**src/rtl/prog_loader.sv**
```systemverilog
// prog_loader: assembles a little-endian byte stream into 32-bit words and writes them
// through the data-memory load port while holding the core stopped.
// Define PROG_LOADER_CHECKSUM_EN to require and check a trailing 8-bit sum byte.
module prog_loader #(
   parameter int ADDR_W = 32,
   parameter int CNT_W  = 16
) (
   input  logic              clk_i,
   input  logic              rst_i,
   input  logic              start_i,
   input  logic [ADDR_W-1:0] base_i,
   input  logic [CNT_W-1:0]  count_i,
   input  logic              in_valid_i,
   input  logic [7:0]        in_data_i,
   output logic              in_ready_o,
   output logic              ld_o,
   output logic [31:0]       wd_o,
   output logic [ADDR_W-1:0] a_o,
   output logic              cpu_hold_o,
   output logic              busy_o,
   output logic              done_o,
   output logic              err_o
);

   // state | meaning
   // IDLE  | waiting for start, core released
   // RECV  | collecting the four bytes of the current word
   // WRITE | one-cycle ld strobe for the assembled word
   // CHECK | consuming the trailing checksum byte
   // DONE  | one-cycle completion pulse
`ifdef PROG_LOADER_CHECKSUM_EN
   typedef enum logic [2:0] {IDLE, RECV, WRITE, CHECK, DONE} state_t;
   localparam state_t TAIL = CHECK;
`else
   typedef enum logic [2:0] {IDLE, RECV, WRITE, DONE} state_t;
   localparam state_t TAIL = DONE;
`endif

   state_t            state_q, state_d;
   logic [1:0]        byte_idx_q, byte_idx_d;
   logic [CNT_W-1:0]  words_left_q, words_left_d;
   logic [ADDR_W-1:0] addr_q, addr_d;
   logic [31:0]       word_q, word_d;
   logic              in_ready_q, in_ready_d;
   logic              ld_q, ld_d;
   logic              busy_q, busy_d;
   logic              done_q, done_d;
   logic              accept;
   logic              last_word;
`ifdef PROG_LOADER_CHECKSUM_EN
   logic [7:0]        csum_q, csum_d;
   logic              err_q, err_d;
`endif

   assign accept    = in_valid_i && in_ready_q;
   assign last_word = (words_left_q == CNT_W'(1));

   always_comb begin
      state_d      = state_q;
      byte_idx_d   = byte_idx_q;
      words_left_d = words_left_q;
      addr_d       = addr_q;
      word_d       = word_q;
`ifdef PROG_LOADER_CHECKSUM_EN
      csum_d       = csum_q;
      err_d        = err_q;
`endif
      case (state_q)
         IDLE: begin
            if (start_i) begin
               addr_d       = base_i & ~ADDR_W'(3);
               words_left_d = count_i;
               byte_idx_d   = 2'd0;
`ifdef PROG_LOADER_CHECKSUM_EN
               csum_d       = 8'd0;
               err_d        = 1'b0;
`endif
               state_d      = (count_i != '0) ? RECV : TAIL;
            end
         end
         RECV: begin
            if (accept) begin
               word_d[{byte_idx_q, 3'b000} +: 8] = in_data_i;
               byte_idx_d = byte_idx_q + 2'd1;
`ifdef PROG_LOADER_CHECKSUM_EN
               csum_d     = csum_q + in_data_i;
`endif
               if (byte_idx_q == 2'd3) state_d = WRITE;
            end
         end
         WRITE: begin
            // a_o stays on the current word's address this cycle; advance for the next one
            addr_d       = addr_q + ADDR_W'(4);
            words_left_d = words_left_q - CNT_W'(1);
            state_d      = last_word ? TAIL : RECV;
         end
`ifdef PROG_LOADER_CHECKSUM_EN
         CHECK: begin
            if (accept) begin
               err_d   = (in_data_i != csum_q);
               state_d = DONE;
            end
         end
`endif
         DONE:    state_d = IDLE;
         default: state_d = IDLE;
      endcase

      // Flag outputs are registered from the next state so they line up with it
      in_ready_d = (state_d == RECV);
`ifdef PROG_LOADER_CHECKSUM_EN
      if (state_d == CHECK) in_ready_d = 1'b1;
`endif
      ld_d   = (state_d == WRITE);
      busy_d = (state_d != IDLE);
      done_d = (state_d == DONE);
   end

   always_ff @(posedge clk_i) begin
      if (!rst_i) begin
         state_q      <= IDLE;
         byte_idx_q   <= 2'd0;
         words_left_q <= '0;
         addr_q       <= '0;
         word_q       <= '0;
         in_ready_q   <= 1'b0;
         ld_q         <= 1'b0;
         busy_q       <= 1'b0;
         done_q       <= 1'b0;
`ifdef PROG_LOADER_CHECKSUM_EN
         csum_q       <= 8'd0;
         err_q        <= 1'b0;
`endif
      end else begin
         state_q      <= state_d;
         byte_idx_q   <= byte_idx_d;
         words_left_q <= words_left_d;
         addr_q       <= addr_d;
         word_q       <= word_d;
         in_ready_q   <= in_ready_d;
         ld_q         <= ld_d;
         busy_q       <= busy_d;
         done_q       <= done_d;
`ifdef PROG_LOADER_CHECKSUM_EN
         csum_q       <= csum_d;
         err_q        <= err_d;
`endif
      end
   end

   assign in_ready_o = in_ready_q;
   assign ld_o       = ld_q;
   assign wd_o       = word_q;
   assign a_o        = addr_q;
   assign cpu_hold_o = busy_q;
   assign busy_o     = busy_q;
   assign done_o     = done_q;
`ifdef PROG_LOADER_CHECKSUM_EN
   assign err_o      = err_q;
`else
   assign err_o      = 1'b0;
`endif

endmodule

```
**config.mk**
```make
export PLATFORM = sky130hd
export DESIGN_NAME = prog_loader
export DESIGN_NICKNAME = d
export VERILOG_FILES = /design/src/rtl/prog_loader.sv
export SDC_FILE = /design/constraint.sdc
export NUM_CORES = 1
export LEC_CHECK = 0
export CAP_MARGIN = 20
export CORE_MARGIN = 8
export CORE_UTILIZATION = 45
export DETAILED_ROUTE_END_ITERATION = 6
export PLACE_DENSITY = 0.79
export SLEW_MARGIN = 20
export SYNTH_ARGS = -nofsm -noshare
export SYNTH_HDL_FRONTEND = slang
export SYNTH_SLANG_ARGS = --single-unit
```
**constraint.sdc**
```tcl
create_clock -name clk_i -period 5.8 [get_ports clk_i]
set_clock_uncertainty 0.2 [all_clocks]
set_input_delay 1.74 -clock clk_i [delete_from_list [all_inputs] [get_ports clk_i]]
set_output_delay 1.74 -clock clk_i [all_outputs]
set_load 0.1 [all_outputs]
```
==> qor.yml <==
avgSynthCellArea_um2: 8.093
wirelength_mm: 13.17
yosys-top-cells-count: "87 x dfxtp_1, 71 x nand2_1, 66 x nand3_1, 63 x a21oi_1, 26 x nor2_1"
power.ir.vdd_worst_uv: 121.7
final.min_clock_period_ns: 4.201
cts.clk_slew.worst_paths_ns: 0.09
slew_violations: 0
cp-start-kind: "primary input"
postCtsSetupBuffers: 0
yosysSeqAreaShare_pct: 41.95
cp-end-kind: "flip-flop"
final-seq-area_mm2: 0.001742
p_int_uw: 894.8
drt.antenna.violating_nets: 0
port_buffers: 124
die_x_um: 112.1
path_cells: "clkdlybuf4s50_1, or4b_2, nand2_1, o21ai_0, a221oi_1, nor2_1"
synth_cells: 513
hold_start: "wd_o[25]"
p_clk_share_pct: 33.0
h-tree-depth: 3
vias: 4346
grt_max_degree: 44
rows: 35
async_flop_share_pct: 0
hold_class: "flip-flop to flip-flop"
period_share_pct: 72.43
path_class: "primary input to flip-flop"
core-area_mm2: 0.009109
cts_root_buffer: "clkbuf_8"
worstPathArrival_ns: 4.23
grt_pass1_wl_mm: 20.99
start_util_pct: 45.58
cp_slowest_stage_delay_ns: 0.98
grtUsageTotal_pct: 20.32
ys.flop_type: "dfxtp_1"
crit_family: "simple AND/OR/NAND/NOR gates"
status: "complete, no violations"
grt_setup_unrepaired: "no"
drt_iter0_drc: 276
maxCapViolCount: 0
final_hold_viol_count: 0
cts_buffer_depth: 2
cts.sink_count: 87
synthTopCellsByArea: "dfxtp_1 42%, nand3_1 8.0%, a21oi_1 7.6%, nand2_1 6.4%, ha_1 2.7%"
synth_area_mm2: 0.004151
synth_top_cell_area_share_pct: 41.95
synth_edf_count: 0
clock_latency_ns: 0.35
min_to: "wd_o[25]"
fill_cells: 810
globalplace.congestion: 0.9050
drcViolationCount: 0
final-setup-viol-count: 0
synth_most_common_cell: "dfxtp_1"
cp.required_ns: 5.83
overflow: 0
numCtsBuffers: 9
drive_gt1_share_pct: 4.603
p_leak_uw: 0.001864
path_buf_inv: 1
die_area_mm2: 0.01256
dp_hpwl_mm: 9.527
combPwrFrac_pct: 18.2
p_total_uw: 1308
clock.fmax_mhz: 238.1
diodes: 0
ctsHoldBuffers: 0
switchingPower_uw: 412.7
reg2reg_from: "state_q[2]"
synth_area_leader_cell: "dfxtp_1"
multi_input_area_mm2: 0.002262
ctsResizeCount: 0
ys_warn_count: 0
synth_cell_types: 54
die_y_um: 112.1
reg2reg_depth: 5
relSlewSlack_pct: 33.39
cts_tree: "built"
viasPerCell: 5.865
ios: 130
tightest_slew_ns: 0.9961
netSwitchingFraction_pct: 31.56
ys_ff_latch: 87
tns_ns: 0
cp_max_fo: 36
antenna_found_initial: 0
r2r-end: "words_left_q[3]"
sequentialPowerShare_pct: 48.8
grt_pass1_vias: 4174
cpMaxStageDelayCell: "or4b_2"
first_pass_iters: 5
nets: 695
area_growth_pct: 35.90
reg2reg_slack_ns: 3.02
wl_per_cell_um: 17.77
holdPathStages: 2
power.density_mw_per_mm2: 231.8
==> placed cells by master, fill, tap and decap left out, types with 10 or more instances in the layout <==
cell type          n
clkdlybuf4s50_1  124
and3_1            10
dfxtp_1           87
nand3_1           66
a21oi_1           63
nor2_1            26
nand4_1           11
nand2_1           71
nor3_1            14
o21ai_0           13
o211ai_1          10
==> worst max path at each step <==
stage / from / endpoint / slack [ns] / cells past startpoint
global route: start_i / words_left_q[3] / 1.46 / 6
CTS: start_i / words_left_q[1] / 1.61 / 5
finish: start_i / words_left_q[3] / 1.60 / 6
global placement: start_i / words_left_q[3] / 1.24 / 6
floorplan: start_i / words_left_q[3] / 2.39 / 6
detailed placement: start_i / words_left_q[1] / 1.24 / 5
==> final cells by class <==
type / instances / area share (%)
multi-input cells: 391 / 40.10
clock inverters: 6 / 1.242
repair buffers: 128 / 22.53
well taps: 111 / 2.462
flip-flops and latches: 87 / 30.87
clock buffers: 9 / 2.196
inverters: 9 / 0.5988
==> metrics by stage <==
step	area, µm²	cells	worst slack (ns)	util (%)	hold slack [ns]
6_report	5642	741	1.599	61.94	0.2563
5_1_grt	5642	741	1.460	61.94	0.2800
4_1_cts	5642	741	1.612	61.94	0.2592
3_5_place_dp	5448	726	1.240	59.81	0.2462
3_3_place_gp	5448	726	1.236	59.81	0.2428
2_1_floorplan	4163	516	2.386	-	0.2893
==> flip-flops by register name (all words and copies together), names as in the netlist <==
register      count
a_o              30
busy_o            1
byte_idx_q        2
done_o            1
in_ready_o        1
ld_o              1
state_q           3
wd_o             32
words_left_q     16
==> metal layers <==
metal / vias to the layer above / part of all wire [%] / track usage (%) / routed length (µm)
met3: 16 / 5.9 / 4.079 / 779
met1: 2090 / 42 / 23.94 / 5533
met4: 0 / 1.7 / 6.745 / 224
met2: 130 / 50 / 36.07 / 6631
met5: - / 0 / 0 / 0
li1: 2110 / - / - / -
==> cells by family (layout without fill, tap and decap cells) <==
kind of cell	Yosys count	in the layout	synth area share, %
and+or+nand+nor	235	235	28.78
AOI/OAI and AO/OA	130	130	19.50
DFF	87	87	41.95
buffers and inverters	38	152	3.978
adders and majority gates	9	9	2.713
xor gates and xnor gates	8	8	1.688
muxes	5	5	1.296
other	1	4	0.09033
==> worst register-to-register path: cells and delay by family (launching register included) <==
kind / cells / cell delay, ns
flops: 1 / 0.38
simple gates: 3 / 1.65
compound gates: 2 / 0.43
==> power by group through the flow <==
stage               logic (µW)  clock network, µW  registers, µW
finish                     238                432            638
global placement           234                  0            650
CTS                        237                441            637
global route               249                463            641
detailed placement         236                  0            651
floorplan                 71.6                  0            729
Power figures use the tool's default switching activity.
